===== config.mk =====
export PLATFORM = sky130hd
export DESIGN_NAME = noc_output_arbiter
export DESIGN_NICKNAME = d
export VERILOG_FILES = /design/src/rtl/noc_output_arbiter.sv
export SDC_FILE = /design/constraint.sdc
export NUM_CORES = 1
export LEC_CHECK = 0
export ABC_AREA = 1
export CAP_MARGIN = 20
export CORE_MARGIN = 8
export CORE_UTILIZATION = 63
export CTS_BUF_LIST = sky130_fd_sc_hd__clkbuf_4 sky130_fd_sc_hd__clkbuf_8
export DETAILED_ROUTE_END_ITERATION = 10
export DONT_BUFFER_PORTS = 1
export PLACE_DENSITY = 0.9
export SETUP_SLACK_MARGIN = 0.1
export SKIP_LAST_GASP = 1
export SLEW_MARGIN = 20
export SYNTH_ARGS = -nofsm -noshare
export SYNTH_HDL_FRONTEND = slang
export SYNTH_SLANG_ARGS = --single-unit

===== constraint.sdc =====
create_clock -name clk -period 4.66 [get_ports clk]
set_input_delay 1.398 -clock clk [delete_from_list [all_inputs] [get_ports clk]]
set_output_delay 1.398 -clock clk [all_outputs]
set_load 0.1 [all_outputs]

===== src/rtl/noc_output_arbiter.sv =====
`default_nettype none
// =============================================================================
// noc_output_arbiter : wormhole output-port arbiter with round-robin head
//                      selection and credit-based downstream flow control
// Revision 1.0
// =============================================================================

package noc_arb_pkg;
   localparam int Noc_Flit_Width    = 32;
   localparam int Noc_VC_Fifo_Depth = 4;
endpackage

module noc_output_arbiter
   import noc_arb_pkg::*;
#(
   parameter int NUM_REQ    = 5,
   parameter int FLIT_W     = Noc_Flit_Width,
   parameter int CREDIT_MAX = Noc_VC_Fifo_Depth
) (
   input  logic                      clk,
   input  logic                      rst_n,
   input  logic [NUM_REQ-1:0]        req_valid,
   input  logic [NUM_REQ-1:0]        req_head,
   input  logic [NUM_REQ-1:0]        req_tail,
   input  logic [NUM_REQ*FLIT_W-1:0] req_flit,
   output logic [NUM_REQ-1:0]        req_ready,
   output logic                      out_valid,
   output logic [FLIT_W-1:0]         out_flit,
   output logic                      out_tail,
   input  logic                      credit_return,
   output logic [NUM_REQ-1:0]        grant,
   output logic                      credit_err
);

   localparam int IDX_W = (NUM_REQ > 1) ? $clog2(NUM_REQ) : 1;
   localparam int SUM_W = IDX_W + 1;
   localparam int CNT_W = $clog2(CREDIT_MAX + 1);
   localparam logic [CNT_W-1:0] CREDIT_FULL = CNT_W'(CREDIT_MAX);

   typedef enum logic [0:0] {
      IDLE   = 1'b0,
      LOCKED = 1'b1
   } state_t;

   state_t               state_q, state_d;
   logic [IDX_W-1:0]     owner_q, owner_d;
   logic [IDX_W-1:0]     rr_ptr_q, rr_ptr_d;
   logic [NUM_REQ-1:0]   grant_q, grant_d;
   logic [CNT_W-1:0]     credits_q, credits_d;
   logic                 credit_err_q, credit_err_d;
   logic                 out_valid_q, out_valid_d;
   logic                 out_tail_q, out_tail_d;
   logic [FLIT_W-1:0]    out_flit_q, out_flit_d;

   logic [NUM_REQ-1:0]   candidates;
   logic [IDX_W-1:0]     winner;
   logic                 winner_found;
   logic [SUM_W-1:0]     scan_idx;
   logic                 has_credit;
   logic                 accept;
   logic                 owner_tail;
   logic [FLIT_W-1:0]    owner_flit;

   assign candidates = req_valid & req_head;
   assign has_credit = (credits_q != '0);
   assign accept     = (state_q == LOCKED) && req_valid[owner_q] && has_credit;
   assign owner_tail = req_tail[owner_q];
   assign owner_flit = req_flit[owner_q*FLIT_W +: FLIT_W];

   // Scan offsets high-to-low so the closest candidate at or above rr_ptr wins last.
   always_comb begin
      winner       = '0;
      winner_found = 1'b0;
      scan_idx     = '0;
      for (int k = NUM_REQ - 1; k >= 0; k--) begin
         scan_idx = {1'b0, rr_ptr_q} + SUM_W'(k);
         if (scan_idx >= SUM_W'(NUM_REQ)) begin
            scan_idx = scan_idx - SUM_W'(NUM_REQ);
         end
         if (candidates[scan_idx[IDX_W-1:0]]) begin
            winner       = scan_idx[IDX_W-1:0];
            winner_found = 1'b1;
         end
      end
   end

   always_comb begin
      req_ready = '0;
      if (state_q == LOCKED) begin
         req_ready[owner_q] = has_credit;
      end
   end

   always_comb begin
      state_d      = state_q;
      owner_d      = owner_q;
      rr_ptr_d     = rr_ptr_q;
      grant_d      = grant_q;
      credits_d    = credits_q;
      credit_err_d = credit_err_q;
      out_valid_d  = accept;
      out_flit_d   = out_flit_q;
      out_tail_d   = out_tail_q;

      if (accept) begin
         out_flit_d = owner_flit;
         out_tail_d = owner_tail;
      end

      // A same-cycle accept and return cancel out.
      if (accept && !credit_return) begin
         credits_d = credits_q - CNT_W'(1);
      end else if (!accept && credit_return) begin
         if (credits_q == CREDIT_FULL) begin
            credit_err_d = 1'b1;
         end else begin
            credits_d = credits_q + CNT_W'(1);
         end
      end

      case (state_q)
         IDLE: begin
            if (winner_found) begin
               state_d = LOCKED;
               owner_d = winner;
               grant_d = NUM_REQ'(1) << winner;
            end
         end
         LOCKED: begin
            if (accept && owner_tail) begin
               state_d  = IDLE;
               grant_d  = '0;
               rr_ptr_d = (owner_q == IDX_W'(NUM_REQ - 1)) ? '0 : owner_q + IDX_W'(1);
            end
         end
         default: begin
            state_d = IDLE;
            grant_d = '0;
         end
      endcase
   end

   always_ff @(posedge clk or negedge rst_n) begin
      if (!rst_n) begin
         state_q      <= IDLE;
         owner_q      <= '0;
         rr_ptr_q     <= '0;
         grant_q      <= '0;
         credits_q    <= CREDIT_FULL;
         credit_err_q <= 1'b0;
         out_valid_q  <= 1'b0;
         out_flit_q   <= '0;
         out_tail_q   <= 1'b0;
      end else begin
         state_q      <= state_d;
         owner_q      <= owner_d;
         rr_ptr_q     <= rr_ptr_d;
         grant_q      <= grant_d;
         credits_q    <= credits_d;
         credit_err_q <= credit_err_d;
         out_valid_q  <= out_valid_d;
         out_flit_q   <= out_flit_d;
         out_tail_q   <= out_tail_d;
      end
   end

   assign grant      = grant_q;
   assign credit_err = credit_err_q;
   assign out_valid  = out_valid_q;
   assign out_flit   = out_flit_q;
   assign out_tail   = out_tail_q;

endmodule

`default_nettype wire


==> flow_summary.ini <==
[power_and_ir_drop]
ir_worst_vdd_v = 0.000193
swShare_pct = 27.8
p_sw_mw = 0.249
pwr-share-clk_pct = 36.5
seq_power_share_pct = 53.2
combPwrFrac_pct = 10.3
power_density_mw_per_mm2 = 217
p_int_mw = 0.646
p_leak_nw = 2.01

[setup_path]
cp.arrival_ps = 3690
crit_fanout = 45
crit_family = buffers and inverters
crit_required_ps = 4890
rr_endpoint = credits_q[2]$_DFFE_PN1P_
crit_chain = inv_2 > nand2_1 > inv_2 > a221o_1 > nand2_4 > inv_2 > ha_1 > inv_1 > fa_1 > xnor2_1 > nand3_1 > xnor2_1
path_buf_inv = 4
r2r_cells = 12
critPathLaunchType = flop
r2r_setup_slack_ps = 1200
end_kind = flop
path_class = reg -> reg
crit_slowest_cell = dfrtp_1
r2r-start = owner_q[0]$_DFFE_PN0P_
critPathMaxStageDelay_ps = 550
timing.critical_path.mode_cell = inv_2

[status]
status = finished clean

[detailed_routing]
vias = 4103
drc = 0
wl_mm = 14.2
viasPerCell = 6.59
ant_nets = 0
drtPass1Iterations = 4
wl_per_cell_um = 22.7
detail_route.iter0.violations = 307

[placement]
finalWeightedCongestion = 0.985
io_buffer_count = 0
hpwl_mm = 11.3

[cells_and_area]
syn2layout_area_growth_pct = 6.04
diodes = 0
layout-drive-gt1-share_pct = 11.1
nNetsFinal = 739

[clock_network]
insertion_delay_ps = 310
post_cts_buffers = 0
cts_max_level = 2
root_buffer = clkbuf_8
clock_path_buffers = 2
cts_tree = done
cts_buffers = 5
clock_sink_count = 50
path_clk_slew_ps = 110
cts_repair_resize_count = 0
cts.hold.buffers_added = 0

[yosys]
yosysTopAreaCell = dfrtp_1
synth_flop_cell = dfrtp_1
synth_xor_area_share_pct = 0.899
yosysUniqueCellTypes = 36
synth_seq_area_share_pct = 32.1
yosys_warnings = 0
synth_seq_cells = 50
syn_inst = 556
synth_nets = 748
synth_top_area_share_pct = 31.5
synth-adder-area-share_pct = 4.88
synthMuxAreaShare_pct = 0
synth_edf_count = 0
synthArstFlopShare_pct = 100
synthTopCellsByArea = dfrtp_1 (31%), nand2_1 (19%), a221oi_1 (7.0%)
syn_area_mm2 = 0.00390
synth_compound_area_share_pct = 21.4
yosys.area_share.simple_pct = 33.8
synth_top_family_by_area = simple AND/OR/NAND/NOR gates
syn-mean-instance-area_um2 = 7.01

[sta]
hold_viol_final = 0
setup_tns_ps = 0
rsz0062_at_grt = no
period_share_pct = 74.3
slew_viol_final = 0
fmax_mhz = 289
fin_worst_skew_ps = 17.5
relSlewSlack_pct = 34.4
whs_ps = 515
fin_crit_ps = 3460
tightest_slew_ps = 984
finalSetupViolCount = 0

[grt]
grt_pass1_wl_mm = 21.1
grt_pass1_vias = 4011
track_usage_pct = 30.1
antenna_found_initial = 0
grt_overflow = 0
grt_max_degree = 51

[floorplan]
fp.coreArea_mm2 = 0.00596
die_area_mm2 = 0.00896
die_h_um = 94.6
placementRows = 28
die_w_um = 94.6
io_pins = 223
start_util_pct = 65.4

[worst_hold_path]
hold_path_class = reg -> reg
whs_path_depth = 1
min_from = credits_q[2]$_DFFE_PN1P_
min_to = credits_q[2]$_DFFE_PN1P_

[flow_run]
drv_cap = 0
## metal layers
layer	up-vias	GRT usage (%)	routed length [um]
met4	0	15.0	623
met3	47	8.41	1190
met1	1940	34.4	5220
li1	1895	-	-
met5	-	0	0
met2	221	50.6	7130
## layout by cell type (no fill, tap or decap), types with 11 or more instances in the layout
| master | count |
|---|---|
| o21ai_0 | 30 |
| nand3_1 | 44 |
| a22o_1 | 12 |
| inv_2 | 13 |
| a31oi_1 | 11 |
| inv_1 | 29 |
| nor2_1 | 28 |
| ha_1 | 12 |
| a221oi_1 | 31 |
| dfrtp_1 | 49 |
| nand2_1 | 195 |
| a22oi_1 | 22 |
| nand2_2 | 14 |
## logic make-up after synthesis
kind of cell	after synthesis
and+or+nand+nor	305
AOI/OAI and AO/OA	117
buffers and inverters	66
DFF	50
adders and majority gates	14
xor gates and xnor gates	4
## metrics by stage
stage                     total power, mW  worst slack, ps  utilization (%)  area, um2  cells
after floorplan                     0.551              312                -       3900    556
after global placement              0.570             1240             67.4       4020    615
after detailed placement            0.576             1160             67.4       4020    615
after CTS                           0.898             1220             69.4       4130    623
after global routing                0.932              905             69.4       4130    623
final                               0.895             1200             69.4       4130    623
## area by class of cell
cell class / instances / area, um2
Clock inverter: 3 / 47.5
Timing Repair Buffer: 8 / 100
Inverter: 42 / 158
Clock buffer: 5 / 68.8
Sequential cell: 50 / 1250
Tap cell: 75 / 93.8
Fill cell: 514 / 1820
Multi-Input combinational cell: 440 / 2410
## registers in the layout (all words and copies together) (netlist names)
register    flops
owner_q         3
credits_q       3
rr_ptr_q        3
out_tail        1
out_valid       1
grant           5
credit_err      1
out_flit       32
state_q         1
## synthesized netlist by cell type (all sizes together) (2+ instances only)
cell type and count:
nand4 7, nand3 47, nor2 34, a22oi 22
inv 42, a22o 12, a221oi 31, a21oi 5
xnor2 3, clkbuf 16, nand2 210, nor3 5
a31oi 11, fa 2, o21ai 31, buf 8
dfrtp 49, o22ai 3, ha 12
## worst max-delay path by stage
stage                             start                  endpoint  slack (ps)  cells past startpoint
2_1_floorplan  credits_q[2]$_DFFE_PN1P_              req_ready[2]         310                      4
3_3_place_gp               req_valid[2]  credits_q[2]$_DFFE_PN1P_        1240                     11
3_5_place_dp               req_valid[2]  credits_q[2]$_DFFE_PN1P_        1160                     11
4_1_cts          owner_q[0]$_DFFE_PN0P_  credits_q[2]$_DFFE_PN1P_        1220                     12
5_1_grt          owner_q[0]$_DFFE_PN0P_  credits_q[2]$_DFFE_PN1P_         910                     12
6_report         owner_q[0]$_DFFE_PN0P_  credits_q[2]$_DFFE_PN1P_        1200                     12
## power groups by stage
stage | clock network (mW) | registers (mW) | logic, mW
3_3_place_gp | 0 | 0.484 | 0.0867
5_1_grt | 0.347 | 0.478 | 0.106
4_1_cts | 0.330 | 0.476 | 0.0921
3_5_place_dp | 0 | 0.484 | 0.0918
6_report | 0.327 | 0.476 | 0.0921
2_1_floorplan | 0 | 0.480 | 0.0709
Note: power is estimated with default switching activity, not from simulation.
